<file path="src/rtl/fifo_port_sched_if.sv">
// fifo_port_sched_if: client request/ack bus plus the strobe interface to the shared FIFO.
// The slave modport is the scheduler; the master modport is the surrounding clients and FIFO.
interface fifo_port_sched_if #(
   parameter int RAM_SIZE      = 256,
   parameter int ADDRESS_WIDTH = 8,
   parameter int WORD_SIZE     = 8
);
   logic                   wa_req;
   logic [WORD_SIZE-1:0]   wa_data;
   logic                   wa_ack;
   logic                   wb_req;
   logic [WORD_SIZE-1:0]   wb_data;
   logic                   wb_ack;
   logic                   rd_req;
   logic [WORD_SIZE-1:0]   rd_data;
   logic                   rd_ack;
   logic                   flush_req;
   logic                   flush_ack;
   logic [ADDRESS_WIDTH:0] level;
   logic [WORD_SIZE-1:0]   fifo_d;
   logic                   fifo_write;
   logic                   fifo_read;
   logic                   fifo_reset;
   logic [WORD_SIZE-1:0]   fifo_q;
   logic                   fifo_empty;
   logic                   fifo_full;

   modport slave (
      input  wa_req, wa_data, wb_req, wb_data, rd_req, flush_req, fifo_q, fifo_empty, fifo_full,
      output wa_ack, wb_ack, rd_data, rd_ack, flush_ack, level, fifo_d, fifo_write, fifo_read, fifo_reset
   );

   modport master (
      output wa_req, wa_data, wb_req, wb_data, rd_req, flush_req, fifo_q, fifo_empty, fifo_full,
      input  wa_ack, wb_ack, rd_data, rd_ack, flush_ack, level, fifo_d, fifo_write, fifo_read, fifo_reset
   );
endinterface

</file>
<file path="src/rtl/fifo_port_sched.sv">
// fifo_port_sched: round-robin scheduler of two writers and one reader onto an edge-strobed FIFO.
// Every operation is IDLE + strobe + commit, so at most one FIFO strobe is ever active.
module fifo_port_sched #(
   parameter int RAM_SIZE      = 256,
   parameter int ADDRESS_WIDTH = 8,
   parameter int WORD_SIZE     = 8
) (
   input logic              clk,
   input logic              reset_n,
   fifo_port_sched_if.slave bus
);
   typedef enum logic [2:0] {IDLE, WSTB, WCOM, RSTB, RCOM, FLUSH} state_t;
   typedef enum logic [1:0] {CL_A, CL_B, CL_R} client_t;

   localparam logic [ADDRESS_WIDTH:0] LVL_MAX = RAM_SIZE[ADDRESS_WIDTH:0];

   state_t                 r_state;
   client_t                r_last;
   logic                   r_sel_b;
   logic                   r_wa_ack, r_wb_ack, r_rd_ack, r_flush_ack;
   logic                   r_fifo_write, r_fifo_read, r_fifo_reset;
   logic [WORD_SIZE-1:0]   r_fifo_d, r_rd_data;
   logic [ADDRESS_WIDTH:0] r_level;
   logic                   w_ea, w_eb, w_er, w_any;
   client_t                w_win;

   assign w_ea  = bus.wa_req & ~bus.fifo_full;
   assign w_eb  = bus.wb_req & ~bus.fifo_full;
   assign w_er  = bus.rd_req & ~bus.fifo_empty;
   assign w_any = w_ea | w_eb | w_er;

   // search starts at the client after the last grant, cycling A -> B -> R
   always_comb begin
      w_win = r_last == CL_R ? (w_ea ? CL_A : w_eb ? CL_B : CL_R)
            : r_last == CL_A ? (w_eb ? CL_B : w_er ? CL_R : CL_A)
            :                  (w_er ? CL_R : w_ea ? CL_A : CL_B);
   end

   always_ff @(posedge clk or negedge reset_n) begin
      if (!reset_n) begin
         r_state      <= FLUSH;
         r_last       <= CL_R;
         r_sel_b      <= 1'b0;
         r_wa_ack     <= 1'b0;
         r_wb_ack     <= 1'b0;
         r_rd_ack     <= 1'b0;
         r_flush_ack  <= 1'b0;
         r_fifo_write <= 1'b0;
         r_fifo_read  <= 1'b0;
         r_fifo_reset <= 1'b1;
         r_fifo_d     <= '0;
         r_rd_data    <= '0;
         r_level      <= '0;
      end else begin
         r_wa_ack     <= 1'b0;
         r_wb_ack     <= 1'b0;
         r_rd_ack     <= 1'b0;
         r_flush_ack  <= 1'b0;
         r_fifo_write <= 1'b0;
         r_fifo_read  <= 1'b0;
         r_fifo_reset <= 1'b0;
         case (r_state)
            IDLE: begin
               if (bus.flush_req) begin
                  r_state      <= FLUSH;
                  r_fifo_reset <= 1'b1;
                  r_flush_ack  <= 1'b1;
                  r_level      <= '0;
               end else if (w_any) begin
                  r_last <= w_win;
                  if (w_win == CL_R) begin
                     r_state     <= RSTB;
                     r_fifo_read <= 1'b1;
                  end else begin
                     r_state      <= WSTB;
                     r_fifo_write <= 1'b1;
                     r_sel_b      <= w_win == CL_B;
                     r_fifo_d     <= w_win == CL_B ? bus.wb_data : bus.wa_data;
                  end
               end
            end
            WSTB: begin
               r_state  <= WCOM;
               r_wa_ack <= ~r_sel_b;
               r_wb_ack <= r_sel_b;
               if (r_level != LVL_MAX) r_level <= r_level + 1'b1;
            end
            RSTB: begin
               r_state   <= RCOM;
               r_rd_ack  <= 1'b1;
               r_rd_data <= bus.fifo_q;
               if (r_level != '0) r_level <= r_level - 1'b1;
            end
            default: r_state <= IDLE;
         endcase
      end
   end

   assign bus.wa_ack     = r_wa_ack;
   assign bus.wb_ack     = r_wb_ack;
   assign bus.rd_ack     = r_rd_ack;
   assign bus.flush_ack  = r_flush_ack;
   assign bus.rd_data    = r_rd_data;
   assign bus.level      = r_level;
   assign bus.fifo_d     = r_fifo_d;
   assign bus.fifo_write = r_fifo_write;
   assign bus.fifo_read  = r_fifo_read;
   assign bus.fifo_reset = r_fifo_reset;
endmodule

</file>
<file path="src/flat_wrapper.sv">
// flat-port wrapper written by rule: the top's interface ports become plain ports
module fifo_port_sched_flat 
#(
   parameter int RAM_SIZE      = 256,
   parameter int ADDRESS_WIDTH = 8,
   parameter int WORD_SIZE     = 8
)
  (clk, reset_n, bus_wa_req, bus_wa_data, bus_wb_req, bus_wb_data, bus_rd_req, bus_flush_req, bus_fifo_q, bus_fifo_empty, bus_fifo_full, bus_wa_ack, bus_wb_ack, bus_rd_data, bus_rd_ack, bus_flush_ack, bus_level, bus_fifo_d, bus_fifo_write, bus_fifo_read, bus_fifo_reset);
  fifo_port_sched_if #(.RAM_SIZE(RAM_SIZE), .ADDRESS_WIDTH(ADDRESS_WIDTH), .WORD_SIZE(WORD_SIZE)) bus_i ();
  input logic clk;
  input logic reset_n;
  input wire logic [$bits(bus_i.wa_req)-1:0] bus_wa_req;
  input wire logic [$bits(bus_i.wa_data)-1:0] bus_wa_data;
  input wire logic [$bits(bus_i.wb_req)-1:0] bus_wb_req;
  input wire logic [$bits(bus_i.wb_data)-1:0] bus_wb_data;
  input wire logic [$bits(bus_i.rd_req)-1:0] bus_rd_req;
  input wire logic [$bits(bus_i.flush_req)-1:0] bus_flush_req;
  input wire logic [$bits(bus_i.fifo_q)-1:0] bus_fifo_q;
  input wire logic [$bits(bus_i.fifo_empty)-1:0] bus_fifo_empty;
  input wire logic [$bits(bus_i.fifo_full)-1:0] bus_fifo_full;
  output wire logic [$bits(bus_i.wa_ack)-1:0] bus_wa_ack;
  output wire logic [$bits(bus_i.wb_ack)-1:0] bus_wb_ack;
  output wire logic [$bits(bus_i.rd_data)-1:0] bus_rd_data;
  output wire logic [$bits(bus_i.rd_ack)-1:0] bus_rd_ack;
  output wire logic [$bits(bus_i.flush_ack)-1:0] bus_flush_ack;
  output wire logic [$bits(bus_i.level)-1:0] bus_level;
  output wire logic [$bits(bus_i.fifo_d)-1:0] bus_fifo_d;
  output wire logic [$bits(bus_i.fifo_write)-1:0] bus_fifo_write;
  output wire logic [$bits(bus_i.fifo_read)-1:0] bus_fifo_read;
  output wire logic [$bits(bus_i.fifo_reset)-1:0] bus_fifo_reset;
  assign bus_i.wa_req = bus_wa_req;
  assign bus_i.wa_data = bus_wa_data;
  assign bus_i.wb_req = bus_wb_req;
  assign bus_i.wb_data = bus_wb_data;
  assign bus_i.rd_req = bus_rd_req;
  assign bus_i.flush_req = bus_flush_req;
  assign bus_i.fifo_q = bus_fifo_q;
  assign bus_i.fifo_empty = bus_fifo_empty;
  assign bus_i.fifo_full = bus_fifo_full;
  assign bus_wa_ack = bus_i.wa_ack;
  assign bus_wb_ack = bus_i.wb_ack;
  assign bus_rd_data = bus_i.rd_data;
  assign bus_rd_ack = bus_i.rd_ack;
  assign bus_flush_ack = bus_i.flush_ack;
  assign bus_level = bus_i.level;
  assign bus_fifo_d = bus_i.fifo_d;
  assign bus_fifo_write = bus_i.fifo_write;
  assign bus_fifo_read = bus_i.fifo_read;
  assign bus_fifo_reset = bus_i.fifo_reset;
  fifo_port_sched #(.RAM_SIZE(RAM_SIZE), .ADDRESS_WIDTH(ADDRESS_WIDTH), .WORD_SIZE(WORD_SIZE)) u_core (.clk(clk), .reset_n(reset_n), .bus(bus_i));
endmodule
</file>
<file path="config.mk">
export PLATFORM = sky130hd
export DESIGN_NAME = fifo_port_sched_flat
export DESIGN_NICKNAME = d
export VERILOG_FILES = /design/src/rtl/fifo_port_sched_if.sv /design/src/rtl/fifo_port_sched.sv /design/src/flat_wrapper.sv
export SDC_FILE = /design/constraint.sdc
export NUM_CORES = 1
export LEC_CHECK = 0
export BUFFER_PORTS_ARGS = -buffer_cell sky130_fd_sc_hd__buf_2
export CORE_MARGIN = 1
export CORE_UTILIZATION = 30
export DETAILED_ROUTE_END_ITERATION = 12
export PLACE_DENSITY = 0.63
export SYNTH_ARGS = -nofsm -noshare
export SYNTH_HDL_FRONTEND = slang
export SYNTH_SLANG_ARGS = --single-unit
export TNS_END_PERCENT = 30
</file>
<file path="constraint.sdc">
create_clock -name clk -period 6.62 [get_ports clk]
set_clock_uncertainty 0.1 [all_clocks]
set_input_delay 0.662 -clock clk [delete_from_list [all_inputs] [get_ports clk]]
set_output_delay 0.662 -clock clk [all_outputs]
set_load 0.02 [all_outputs]
</file>
==> results <==
- The run finished with clean final reports.
- The die is 81.0 um wide.
- After clock tree synthesis, the setup repair step added 0 buffers.
- Setup violations remaining at the end of the flow were counted as 0.
- The worst setup path is captured at a flop.
- Port buffering added 63 buffers.
- In this run the vertical extent of the chip is 81.0 um.
- The worst slew slack as a fraction of its limit is 0.368.
- Together, buffers and inverters on the worst path number 1.
- Clock latency on the worst-skew pair, taken at its later pin, is 290 ps.
- The post-route fraction of the period consumed by the critical path is 0.482.
- Of all flip-flops after synthesis, the portion carrying an async set or reset was 1.00.
- The kind of critical path is flop to flop.
- The critical path goes through nand3b_1, inv_1, ha_1, a21oi_1, o2111ai_1, o2bb2ai_1, or3_1, nand3_1.
- The maximum ir drop on the vdd rail is 0.000166 V.
- The start point of the critical path is u_core.r_state[0].
- Subtracting the final worst setup slack from the clock period gives 3190 ps.
- The number of buffers added to fix hold violations after cts is 0.
- Global routing finished with a remaining overflow of 0.
- The number of enable-type register cells in the synthesized netlist is 0.
- Setup slack on the critical path of the routed design comes to 3430 ps.
- The largest buffer count on any clock path is 2.
- The synthesized design contains 38 register bits.
- The number of max-slew violations in the final report came to 0.
- The number of maximum-capacitance violations is 0.
- The clock root buffer is clkbuf_8.
- The share of post-route cells with drive strength above 1 is 0.324.
- The hold-critical path endpoint is u_core.bus.wa_ack.
- The critical path's slowest cell is inv_1.
- The detailed router's first-iteration violation count is 66.
- In this design, the stage delay of the slowest critical-path cell is 600 ps.
- Summing every instance area after synthesis gives 0.00187 mm^2.
- The actual slew at the worst max-slew pin is 947 ps.
- The reg-to-reg startpoint is u_core.r_state[0].
- Across all register-to-register paths, the minimum setup slack is 3430 ps.
- The detailed-routing iteration count for the pre-antenna-repair pass is 4.
- The final-stage net count is 287.
- Along the worst hold path, the cell count comes to 1.
- The routed design has 4060 um of wire.
- The residual antenna-violating net count after detailed routing is 0.
- The layout overhead on the synthesized area is 24.1%.
- For this run, the register share of the synthesized area comes to 0.510.
- At the worst endpoint, the required time is 6740 ps.
- Entering global routing, the biggest net connects 39 pins.
- The via count of the first global-routing pass is 1467.
- The top fanout value on the critical path is 20.
- In the final routed layout, each cell accounts on average for 12.4 um.
- The final sum of negative setup slack is 0 ps.
- TritonCTS built the clock tree.
- The via count is 1586.
- The worst hold path class is flop to flop.
- Setup repair after global routing left no endpoint under its margin.
- When the netlist entered floorplanning its net count stood at 225.
- For this design the top-level I/O count stands at 64.
- Timing analysis after detailed placement gives a worst setup slack of 3470 ps.
- The die covers 0.00657 mm^2.
- The initial utilization of the core area, before any placement, comes to 0.313.
- The number of clock buffers added by TritonCTS is 5.
- The power per cell area is 463 mW/mm^2.
- The count of standard-cell rows is 28.
- The critical hold path startpoint is u_core.r_sel_b.
- The most common flop cell mapped by yosys is dfrtp_1.
- The first global-routing pass estimated 6670 um of wire.
- The number of cells traversed by the worst register-to-register path is 8.
- The overall track demand over capacity in global routing is 0.133.
- The family with the most delay on the worst path is simple AND/OR/NAND/NOR gates.
- The total number of H-tree levels is 2.
- The core region is 0.00599 mm^2.
- STA puts the critical path data arrival time at 3310 ps.
- The clock sink count is 38.
- The count of endpoints failing hold in the final timing report is 0.
- In this run, post-CTS repair resized a total of 0 instances.
- Yosys printed 0 warnings.
- The fmax is 0.314 GHz.
- The number of library cell types mapped by synthesis is 44.
- Summed over all cells, the static leakage comes to 1.20 nW.
- A synthesized cell averages 9.86 um^2.
- The endpoint identified for the worst register-to-register timing path is u_core.bus.level[8].
- The number of antenna violations at the first check in global routing is 0.
- The cell count after synthesis came out at 190.
- STA classifies the critical path startpoint as a flop.
- The clock transition at the registers of the reported paths is 70 ps.
- The congestion estimate from routability-driven global placement came to 0.864.
- After detailed routing, the number of remaining DRC violations is 0.
- The number of vias per cell is 4.84.
- The placed wire-length estimate after detailed placement is 3000 um.
- The antenna diode instance count is 0.
layout make-up:
cell class,instances,area [um^2]
Clock buffer,7,86.3
Tap cell,75,93.8
Inverter,6,22.5
Sequential cell,38,956
Fill cell,612,3660
Multi-Input combinational cell,137,840
Timing Repair Buffer,64,323
Clock inverter,1,5.00
worst max path at each step:
| stage | end | slack [ps] | depth (start not counted) |
|---|---|---|---|
| after floorplan | u_core.bus.level[8] | 3990 | 10 |
| after global placement | u_core.bus.level[8] | 3590 | 8 |
| after detailed placement | u_core.bus.level[8] | 3470 | 8 |
| after CTS | u_core.bus.level[8] | 3450 | 8 |
| after global routing | u_core.bus.level[8] | 3180 | 8 |
| final | u_core.bus.level[8] | 3430 | 8 |
layout by cell type, fill, tap and decap left out, types with 2 or more instances in the layout:
cell and count:
nand4_1 2, ha_1 3, a21oi_1 14, nor3_1 8
o21ai_0 11, clkbuf_8 6, or3_1 3, nand3_1 3
inv_1 6, xnor2_1 3, a22o_2 2, buf_2 63
nand2b_1 5, nor2_1 12, nor4_1 2, o31ai_1 2
dfrtp_1 34, a21o_1 3, mux2i_1 8, xor2_1 2
dfstp_2 4, nand2_1 33, a211oi_1 2
cell usage after synthesis, types with 2 or more instances:
library cell	number	area share
dfrtp_1	34	0.45
nand2_1	33	0.066
a21oi_1	14	0.037
nor2_1	12	0.024
o21ai_0	11	0.029
mux2i_1	8	0.043
nor3_1	8	0.021
inv_1	6	0.012
nand2b_1	5	0.017
clkbuf_1	4	0.0080
dfstp_2	4	0.056
a21o_1	3	0.012
ha_1	3	0.020
nand3_1	3	0.0080
or3_1	3	0.010
xnor2_1	3	0.014
a211oi_1	2	0.0080
a22o_2	2	0.011
buf_4	2	0.0080
buf_6	2	0.012
nand4_1	2	0.0067
nor4_1	2	0.0067
o31ai_1	2	0.0080
xor2_1	2	0.0093
report_power, final:
group          internal [W]  total (W)  switching, W
Combinational      0.000190   0.000497      0.000307
Sequential         0.000335   0.000414     0.0000795
Clock             0.0000841   0.000165     0.0000814
per-layer routing:
layer  routed length (um)  GRT usage  vias to the layer above
li1                     -          -                      794
met1                 1840      0.165                      739
met2                 1930      0.226                       48
met3                  255     0.0371                        5
met4                   34     0.0321                        0
met5                    0          0                        -
sequential cells by signal, indices dropped and copies added (netlist names):
register and cells:
u_core.r_last 2, u_core.bus.rd_data 8, u_core.r_state 3, u_core.bus.flush_ack 1, u_core.bus.rd_ack 1, u_core.bus.fifo_write 1
u_core.r_sel_b 1, u_core.bus.fifo_read 1, u_core.bus.level 9, u_core.bus.fifo_d 8, u_core.bus.wa_ack 1, u_core.bus.fifo_reset 1
u_core.bus.wb_ack 1
logic make-up (layout without fill, tap and decap cells):
family / count (synthesis) / in the layout / synth area share
fa+ha+maj: 3 / 3 / 0.0200
flops: 38 / 38 / 0.510
buf+inv: 15 / 78 / 0.0420
simple gates: 75 / 75 / 0.194
compound gates: 46 / 46 / 0.168
xor+xnor: 5 / 5 / 0.0234
mux: 8 / 8 / 0.0427
per-stage QoR:
step / area [um^2] / std cells / hold WS [ps] / util / total power, W
CTS: 2330 / 328 / 325 / 0.388 / 0.00109
floorplan: 1870 / 190 / 266 / - / 0.000774
finish: 2330 / 328 / 322 / 0.388 / 0.00108
global route: 2330 / 328 / 343 / 0.388 / 0.00117
detailed placement: 2230 / 320 / 314 / 0.373 / 0.000921
global placement: 2230 / 320 / 320 / 0.373 / 0.000914
(Power assumes the default switching activity.)
